==> config.mk <==
export PLATFORM = sky130hd
export DESIGN_NAME = stream_arb2_flat
export DESIGN_NICKNAME = d
export VERILOG_FILES = /design/src/rtl/stream_arb2_pkg.sv /design/src/rtl/stream_arb2_if.sv /design/src/rtl/stream_oreg.sv /design/src/rtl/stream_arb2.sv /design/src/flat_wrapper.sv
export SDC_FILE = /design/constraint.sdc
export NUM_CORES = 1
export LEC_CHECK = 0
export ABC_AREA = 1
export CAP_MARGIN = 15
export CORE_MARGIN = 3
export CORE_UTILIZATION = 45
export CTS_CLUSTER_SIZE = 20
export DETAILED_ROUTE_END_ITERATION = 10
export PLACE_DENSITY = 0.8
export SETUP_SLACK_MARGIN = 0.3
export SKIP_CTS_REPAIR_TIMING = 1
export SYNTH_ARGS = -nofsm -noshare
export SYNTH_HDL_FRONTEND = slang
export SYNTH_SLANG_ARGS = --single-unit
==> constraint.sdc <==
create_clock -name clk -period 2.3 [get_ports clk]
set_clock_uncertainty 0.05 [all_clocks]
set_input_delay 0.23 -clock clk [delete_from_list [all_inputs] [get_ports clk]]
set_output_delay 0.23 -clock clk [all_outputs]
set_load 0.005 [all_outputs]
==> src/rtl/stream_arb2_pkg.sv <==
// Shared types and codes for the two-input stream arbiter.
package stream_arb2_pkg;

    // Arbiter grant state.
    typedef enum logic [1:0] {
        IDLE  = 2'd0,
        GNT_A = 2'd1,
        GNT_B = 2'd2
    } state_e;

    // Output source codes.
    localparam logic SRC_A = 1'b0;
    localparam logic SRC_B = 1'b1;

    // Sideband carried alongside each data word through the output stage.
    typedef struct packed {
        logic last;
        logic src;
    } word_tag_t;

    // Grant state for a tie, given the port that was served last.
    function automatic state_e tie_grant(input logic rr_last);
        return (rr_last == SRC_A) ? GNT_B : GNT_A;
    endfunction

endpackage

==> src/rtl/stream_arb2_if.sv <==
// Valid/ready stream bundle: en/last/data flow master->slave, rdy flows back.
interface stream_arb2_if #(
    parameter int unsigned DW = 8
) ();
    logic          rdy;
    logic          en;
    logic          last;
    logic [DW-1:0] data;

    modport master (input rdy, output en, output last, output data);
    modport slave  (output rdy, input en, input last, input data);
endinterface

==> src/rtl/stream_oreg.sv <==
// Single-entry registered output stage with en/rdy handshake.
module stream_oreg #(
    parameter int unsigned W = 10
) (
    input  logic         clk,
    input  logic         rstn,
    input  logic         in_vld,
    input  logic [W-1:0] in_data,
    input  logic         out_rdy,
    output logic         out_en,
    output logic [W-1:0] out_data
);
    logic         en_q, en_d;
    logic [W-1:0] data_q, data_d;

    // Load on upstream transfer, drop valid on handoff, otherwise hold.
    always_comb begin
        en_d   = en_q;
        data_d = data_q;
        if (in_vld) begin
            en_d   = 1'b1;
            data_d = in_data;
        end else if (out_rdy) begin
            en_d   = 1'b0;
        end
    end

    // Output word register.
    always_ff @(posedge clk or negedge rstn) begin
        if (!rstn) begin
            en_q   <= 1'b0;
            data_q <= '0;
        end else begin
            en_q   <= en_d;
            data_q <= data_d;
        end
    end

    assign out_en   = en_q;
    assign out_data = data_q;
endmodule

==> src/rtl/stream_arb2.sv <==
// Two-port round-robin packet arbiter with burst limit and registered output.
module stream_arb2
    import stream_arb2_pkg::*;
#(
    parameter int unsigned DW       = 8,
    parameter int unsigned MAXBURST = 16
) (
    input  logic          clk,
    input  logic          rstn,
    stream_arb2_if.slave  a,
    stream_arb2_if.slave  b,
    stream_arb2_if.master o,
    output logic          o_src
);
    localparam int unsigned CW = $clog2(MAXBURST + 1);
    localparam int unsigned OW = DW + 2;

    state_e         state_q, state_d;
    logic [CW-1:0]  cnt_q, cnt_d;
    logic [CW-1:0]  cnt_inc;
    logic           rr_q, rr_d;
    logic           burst_done;
    logic           room;
    logic           a_rdy_c, b_rdy_c;
    logic           a_xfer, b_xfer;
    logic           oreg_en;
    word_tag_t      in_tag;
    logic [OW-1:0]  in_word;
    logic [OW-1:0]  out_word;

    // Output stage can take a word when empty or emptying this cycle.
    assign room    = ~oreg_en | o.rdy;
    assign a_rdy_c = (state_q == GNT_A) & room;
    assign b_rdy_c = (state_q == GNT_B) & room;
    assign a_xfer  = a.en & a_rdy_c;
    assign b_xfer  = b.en & b_rdy_c;
    assign a.rdy   = a_rdy_c;
    assign b.rdy   = b_rdy_c;

    assign cnt_inc    = cnt_q + CW'(1);
    assign burst_done = (cnt_inc == CW'(MAXBURST));

    // Grant FSM: pick a port from IDLE, hold until last word or burst limit.
    always_comb begin
        state_d = state_q;
        cnt_d   = cnt_q;
        rr_d    = rr_q;
        case (state_q)
            IDLE: begin
                cnt_d = '0;
                if (a.en && b.en) begin
                    state_d = tie_grant(rr_q);
                end else if (a.en) begin
                    state_d = GNT_A;
                end else if (b.en) begin
                    state_d = GNT_B;
                end
            end
            GNT_A: begin
                if (a_xfer) begin
                    cnt_d = cnt_inc;
                    if (a.last || burst_done) begin
                        state_d = IDLE;
                        rr_d    = SRC_A;
                    end
                end
            end
            GNT_B: begin
                if (b_xfer) begin
                    cnt_d = cnt_inc;
                    if (b.last || burst_done) begin
                        state_d = IDLE;
                        rr_d    = SRC_B;
                    end
                end
            end
            default: begin
                state_d = IDLE;
                cnt_d   = '0;
            end
        endcase
    end

    // Grant state, burst counter and round-robin pointer.
    always_ff @(posedge clk or negedge rstn) begin
        if (!rstn) begin
            state_q <= IDLE;
            cnt_q   <= '0;
            rr_q    <= SRC_B;
        end else begin
            state_q <= state_d;
            cnt_q   <= cnt_d;
            rr_q    <= rr_d;
        end
    end

    // Select the transferring port's word and tag it with its source.
    always_comb begin
        in_tag.last = b_xfer ? b.last : a.last;
        in_tag.src  = b_xfer ? SRC_B : SRC_A;
        in_word     = {in_tag, (b_xfer ? b.data : a.data)};
    end

    stream_oreg #(
        .W (OW)
    ) u_oreg (
        .clk      (clk),
        .rstn     (rstn),
        .in_vld   (a_xfer | b_xfer),
        .in_data  (in_word),
        .out_rdy  (o.rdy),
        .out_en   (oreg_en),
        .out_data (out_word)
    );

    assign o.en                      = oreg_en;
    assign {o.last, o_src, o.data}   = out_word;
endmodule

==> src/flat_wrapper.sv <==
// flat-port wrapper written by rule: the top's interface ports become plain ports
module stream_arb2_flat import stream_arb2_pkg::*;
#(
    parameter int unsigned DW       = 8,
    parameter int unsigned MAXBURST = 16
)
  (clk, rstn, o_src, a_rdy, a_en, a_last, a_data, b_rdy, b_en, b_last, b_data, o_rdy, o_en, o_last, o_data);
  stream_arb2_if #(.DW(DW)) a_i ();
  stream_arb2_if #(.DW(DW)) b_i ();
  stream_arb2_if #(.DW(DW)) o_i ();
  input  logic clk;
  input  logic rstn;
  output logic o_src;
  output wire logic [$bits(a_i.rdy)-1:0] a_rdy;
  input wire logic [$bits(a_i.en)-1:0] a_en;
  input wire logic [$bits(a_i.last)-1:0] a_last;
  input wire logic [$bits(a_i.data)-1:0] a_data;
  output wire logic [$bits(b_i.rdy)-1:0] b_rdy;
  input wire logic [$bits(b_i.en)-1:0] b_en;
  input wire logic [$bits(b_i.last)-1:0] b_last;
  input wire logic [$bits(b_i.data)-1:0] b_data;
  input wire logic [$bits(o_i.rdy)-1:0] o_rdy;
  output wire logic [$bits(o_i.en)-1:0] o_en;
  output wire logic [$bits(o_i.last)-1:0] o_last;
  output wire logic [$bits(o_i.data)-1:0] o_data;
  assign a_rdy = a_i.rdy;
  assign a_i.en = a_en;
  assign a_i.last = a_last;
  assign a_i.data = a_data;
  assign b_rdy = b_i.rdy;
  assign b_i.en = b_en;
  assign b_i.last = b_last;
  assign b_i.data = b_data;
  assign o_i.rdy = o_rdy;
  assign o_en = o_i.en;
  assign o_last = o_i.last;
  assign o_data = o_i.data;
  stream_arb2 #(.DW(DW), .MAXBURST(MAXBURST)) u_core (.clk(clk), .rstn(rstn), .a(a_i), .b(b_i), .o(o_i), .o_src(o_src));
endmodule
Word level (Yosys, flattened, before mapping)
Cells that the tools add are included.

operators by class
  add/sub/neg operators = 1
  multiply operators = 0
  divide/modulo/power cells = 0
  magnitude comparators = 0
  equality and inequality tests = 8
  shift operators = 0
  multiplexer cells = 22
  bitwise operators = 7
  reduce and logical (&&, ||, !) cells = 9

operator list
  kind                 count
  $mux 2               8
  $mux 5               2
  $pmux 5 s2           1
  $reduce_and 5->1     2
  $mux 1               8
  $mux 8               1
  $pmux 2 s3           1
  $add 5x1->5 const B  1
  $eq 5x5->1 const B   1
  $and 1x1->1          4
  $ne 2x1->1 const B   2
  $ne 2x2->1 const B   2
  $ne 4x3->1 const B   1
  $reduce_bool 2->1    2
  $eq 2x1->1 const B   1
  $eq 2x2->1 const B   1
  $logic_not 2->1      1
  $logic_or 1x1->1     2
  $or 1x1->1           2
  $pmux 1 s2           1
  $reduce_and 2->1     1
  $logic_and 1x1->1    1
  $not 1->1            1

word-level totals
  bits in registers = 19
  bits in latches = 0
  RAM bits = 0
  bits in read-only memories = 0
  input port bits = 23
  logic and storage cells = 52
  memories kept = 0

Depth between registers and ports, before layout
  depth in word-level cells = 6
  depth in mapped cells = 9

Cells and area by module
A second synthesis with hierarchy kept.

second synthesis, totals
  cell total of the unflattened synthesis = 155
  area total of the unflattened synthesis = 1102.3 µm²

modules (own cells, without submodules)
  module       times used  cells an instance  area each (µm²)
  stream_arb2  1           108                680.7
  stream_oreg  1           47                 421.7

Worst setup path after synthesis
Ideal clock, no wire load.

  path kind = register -> register
  start = register u_core.state_q[0]
  end = register u_core.cnt_q[2]
  library setup time = 0.092 ns
  arrival time = 1.285 ns
  required time = 2.158 ns
  setup slack = 0.873 ns
  cell stages (with the launch flop) = 9
  path buffers = 0
  path through = dfrtp_1 -> inv_1 -> ha_1 -> nand3_4 -> nand2_2 -> inv_2 -> nor2_4 -> inv_2 -> o31ai_2

on the way
  word-level cells in the longest chain between the ends = 5

ends and longest elaborated chain
  item                                      line                                                     text
  start: declaration                        stream_arb2.sv:18                                        state_e state_q, state_d;
  start signal: assignment                  stream_arb2.sv:91                                        state_q <= state_d;
  $eq 2x1->1 or $eq 2x2->1 (tied branches)  stream_arb2.sv:33, stream_arb2.sv:48, stream_arb2.sv:34
  $and 1x1->1, on equally long branches     stream_arb2.sv:33, stream_arb2.sv:34
  $and 1x1->1, on equally long branches     stream_arb2.sv:35, stream_arb2.sv:36
  $ne 2x1->1 (no line)                      --
  $reduce_and 2->1 (no line)                --
  end signal: assignment                    stream_arb2.sv:92                                        cnt_q <= cnt_d;
  end: declaration                          stream_arb2.sv:19                                        logic [CW-1:0] cnt_q, cnt_d;

Several ways; a longest one is shown, not always the timed one.
A chain may end at the register's enable or synchronous reset.

Worst setup path after layout
  start = register u_core.state_q[0]
  end = output port b_rdy

on the way
  word-level cells in the longest chain between the ends = 2

ends and longest elaborated chain
  item              line                text
  $eq 2x2->1        stream_arb2.sv:34   assign b_rdy_c = (state_q == GNT_B) & room;
  $and 1x1->1       stream_arb2.sv:34
  end: declaration  flat_wrapper.sv:18  output wire logic [$bits(b_i.rdy)-1:0] b_rdy;

Every way passes these cells.

==> key figures <==
Logic synthesis
  • Syn Nets: approximately 160
  • Mapped Avg Cell Area: 7.93 µm²
  • Count of cell types in the netlist: 23
  • Post-synthesis register bit count: 19
  • Cells after synthesis: about 130
  • Cell area after synthesis: 0.00105 mm²
  • Number of synthesis warnings: 0
  • Sequential area share after synthesis: 0.455

STA
  • Minimum clock period: ~2.0 ns
  • Setup_tns: 0 ns
  • Pins Over Slew Limit: 0
  • Worst Tran Pin Value: ~0.38 ns
  • Rel. slew slack: 0.749
  • Final Setup Violations: 0
  • Worst Hold Margin: 0.213 ns
  • Fin crit share: 0.866
  • RSZ-0062 raised after global routing: true
  • Fmax: between 500 and 600 MHz
  • Final Hold Vio Count: 0

Clock network
  • Clk pin slew, worst setup/hold paths: 0.11 ns
  • Max clock buf depth: 2
  • H-Tree Depth: 1
  • # clock sinks: 19
  • Clock Root Buffer: clkbuf_4
  • Worst-Skew Late Latency: about 0.3 ns
  • TritonCTS buffer count: 3
  • CTS tree: done

Layout
  • Layout Cells excl Fill: 199
  • Layout fillers: ~170
  • Area growth syn-to-layout: 42.1%
  • FF+latch area: 477 µm²
  • Post-layout nets: 200
  • Most common cell after layout, fill and taps aside: clkdlybuf4s50_1
  • Diode count: 0
  • Post-layout util: 0.715
  • Share of cells above drive strength 1: 0.122
  • Area occupied by multi-input gates: about 520 µm²
  • Most frequent cells in the layout: clkdlybuf4s50_1, nand2_1, dfrtp_1, nor2_1, inv_1

Drt
  • Routed WL per cell: between 10 and 15 µm
  • Total number of vias: between 1000 and 1500
  • Drt pass-1 iters: 5
  • Final ANT Viol Nets: 0
  • Residual DRC: 0
  • Post-Route WL: approximately 2500 µm
  • Iter 0 DRT Violations: 11
  • DR vias/cell: approximately 5.1

Die
  • I/O pin count: 36
  • Full die area: 0.00294 mm²
  • Num rows: 16
  • Core area: 0.00208 mm²
  • Width of the die: around 54 µm
  • Die H: between 50 and 60 µm
  • Initial Util: 0.503

Setup path
  • CP most frequent cell: inv_1
  • CP cell instances: inv_1 > ha_4 > inv_1 > nor2_1 > clkdlybuf4s50_1
  • Crit Path Class: reg -> out
  • Largest stage delay, worst path: approximately 0.51 ns
  • CP max FO: 4
  • Worst Setup End Kind: output port
  • WP data required: 2.02 ns
  • Critical Path Source Type: flip-flop
  • Arrival @ worst endpoint: 1.71 ns
  • Critical-path top delay cell: clkdlybuf4s50_1

Power
  • PwrDens: roughly 1000 mW/mm²
  • Pleak: 0.000714 µW
  • Peak VDD IR: 582 µV

GRT
  • First-pass GRT wire length: around 4200 µm
  • Grt ovf: 0
  • Initial antenna violation count: 0
  • Largest net degree at the start of global routing: 20
  • GRT Util Overall: 0.199
  • Number of global-route vias before repair: approximately 1000

Place
  • Post-DP HPWL: around 1900 µm
  • Placed cells: around 190
  • Buffers on Ports: 35
  • GP Congestion: ~0.76

Job
  • Max-Cap Viols: 0

Worst hold path
  • Worst Hold Class: in -> async

Outcome
  • Run status: completed
## power breakdown
group	leakage (µW)	switching (µW)	internal (µW)
Sequential	0.000239	80.1	465
Combinational	0.000457	400	392
Clock	0.0000177	110	64.8
Total	0.000714	590	922
## sequential cells by signal (all words and copies together) (netlist names)
register,cells
u_core.u_oreg.out_en,1
u_core.u_oreg.out_data,10
u_core.rr_q,1
u_core.cnt_q,5
u_core.state_q,2
## cells in the mapped netlist
cell       n  area share
nand2_4    1       0.011
nor3_1     1      0.0048
a21oi_2    1      0.0084
dfrtp_1   18        0.43
nor2_1    16       0.057
nand4_1    4       0.024
nand3_2    1      0.0096
o22ai_1    1      0.0060
a21oi_1    3       0.014
o31ai_2    1       0.012
dfstp_2    1       0.025
inv_1     13       0.047
inv_2      3       0.011
nor2_4     1       0.011
ha_1       4       0.048
nand2_1   30        0.11
o21ai_2    1      0.0084
nand3_4    1       0.017
o21ai_1   10       0.048
nand2_2    2       0.012
clkbuf_1   1      0.0036
o21ai_0   12       0.057
nand3_1    6       0.029
## cells by family (layout without fill, tap and decap cells)
family,after synthesis,after routing,share of synthesized area
adders and majority gates,4,4,0.0478
buffers and inverters,17,57,0.0609
and+or+nand+nor,63,63,0.282
DFF,19,19,0.455
AOI/OAI and AO/OA,29,29,0.154
## through the flow
step | cell area (µm²) | setup WS, ns | power [µW]
2_1_floorplan | 1050 | 0.873 | 968
3_3_place_gp | 1440 | 0.512 | 1290
3_5_place_dp | 1440 | 0.490 | 1320
4_1_cts | 1460 | 0.183 | 1500
5_1_grt | 1490 | 0.191 | 1660
6_report | 1490 | 0.307 | 1510
## final timing paths
| path | startpoint | end | slack [ns] | cells after the start |
|---|---|---|---|---|
| worst max register to register | u_core.state_q[0] | u_core.rr_q | 0.66 | 9 |
| worst max-delay path | u_core.state_q[0] | b_rdy | 0.31 | 5 |
| worst min-delay path | rstn | u_core.u_oreg.out_data[6] | 0.21 | 2 |
| max in group asynchronous | rstn | u_core.rr_q | 1.73 | 2 |
| min in group clk | u_core.rr_q | u_core.rr_q | 0.44 | 2 |
| worst min register to register | u_core.rr_q | u_core.rr_q | 0.44 | 2 |
## layout make-up
cell class | instances | share of cell area
clock inverters | 1 | 0.00336
multi-input cells | 96 | 0.351
flip-flops and latches | 19 | 0.320
inverters | 16 | 0.0404
repair buffers | 37 | 0.247
well taps | 27 | 0.0227
clock buffers | 3 | 0.0151
## critical path: cells and delay by family (launching register included)
| kind | cells | cell delay, ns |
|---|---|---|
| and+or+nand+nor | 1 | 0.11 |
| DFF | 1 | 0.41 |
| adders and majority gates | 1 | 0.19 |
| buffers and inverters | 3 | 0.70 |
## layer usage
metal | vias up | GRT usage | share of wire
met5 | - | 0 | 0
met3 | 4 | 0.0381 | 0.081
met2 | 28 | 0.345 | 0.48
met4 | 0 | 0.104 | 0.018
li1 | 513 | - | -
met1 | 477 | 0.230 | 0.42
Power figures use the tool's default switching activity.
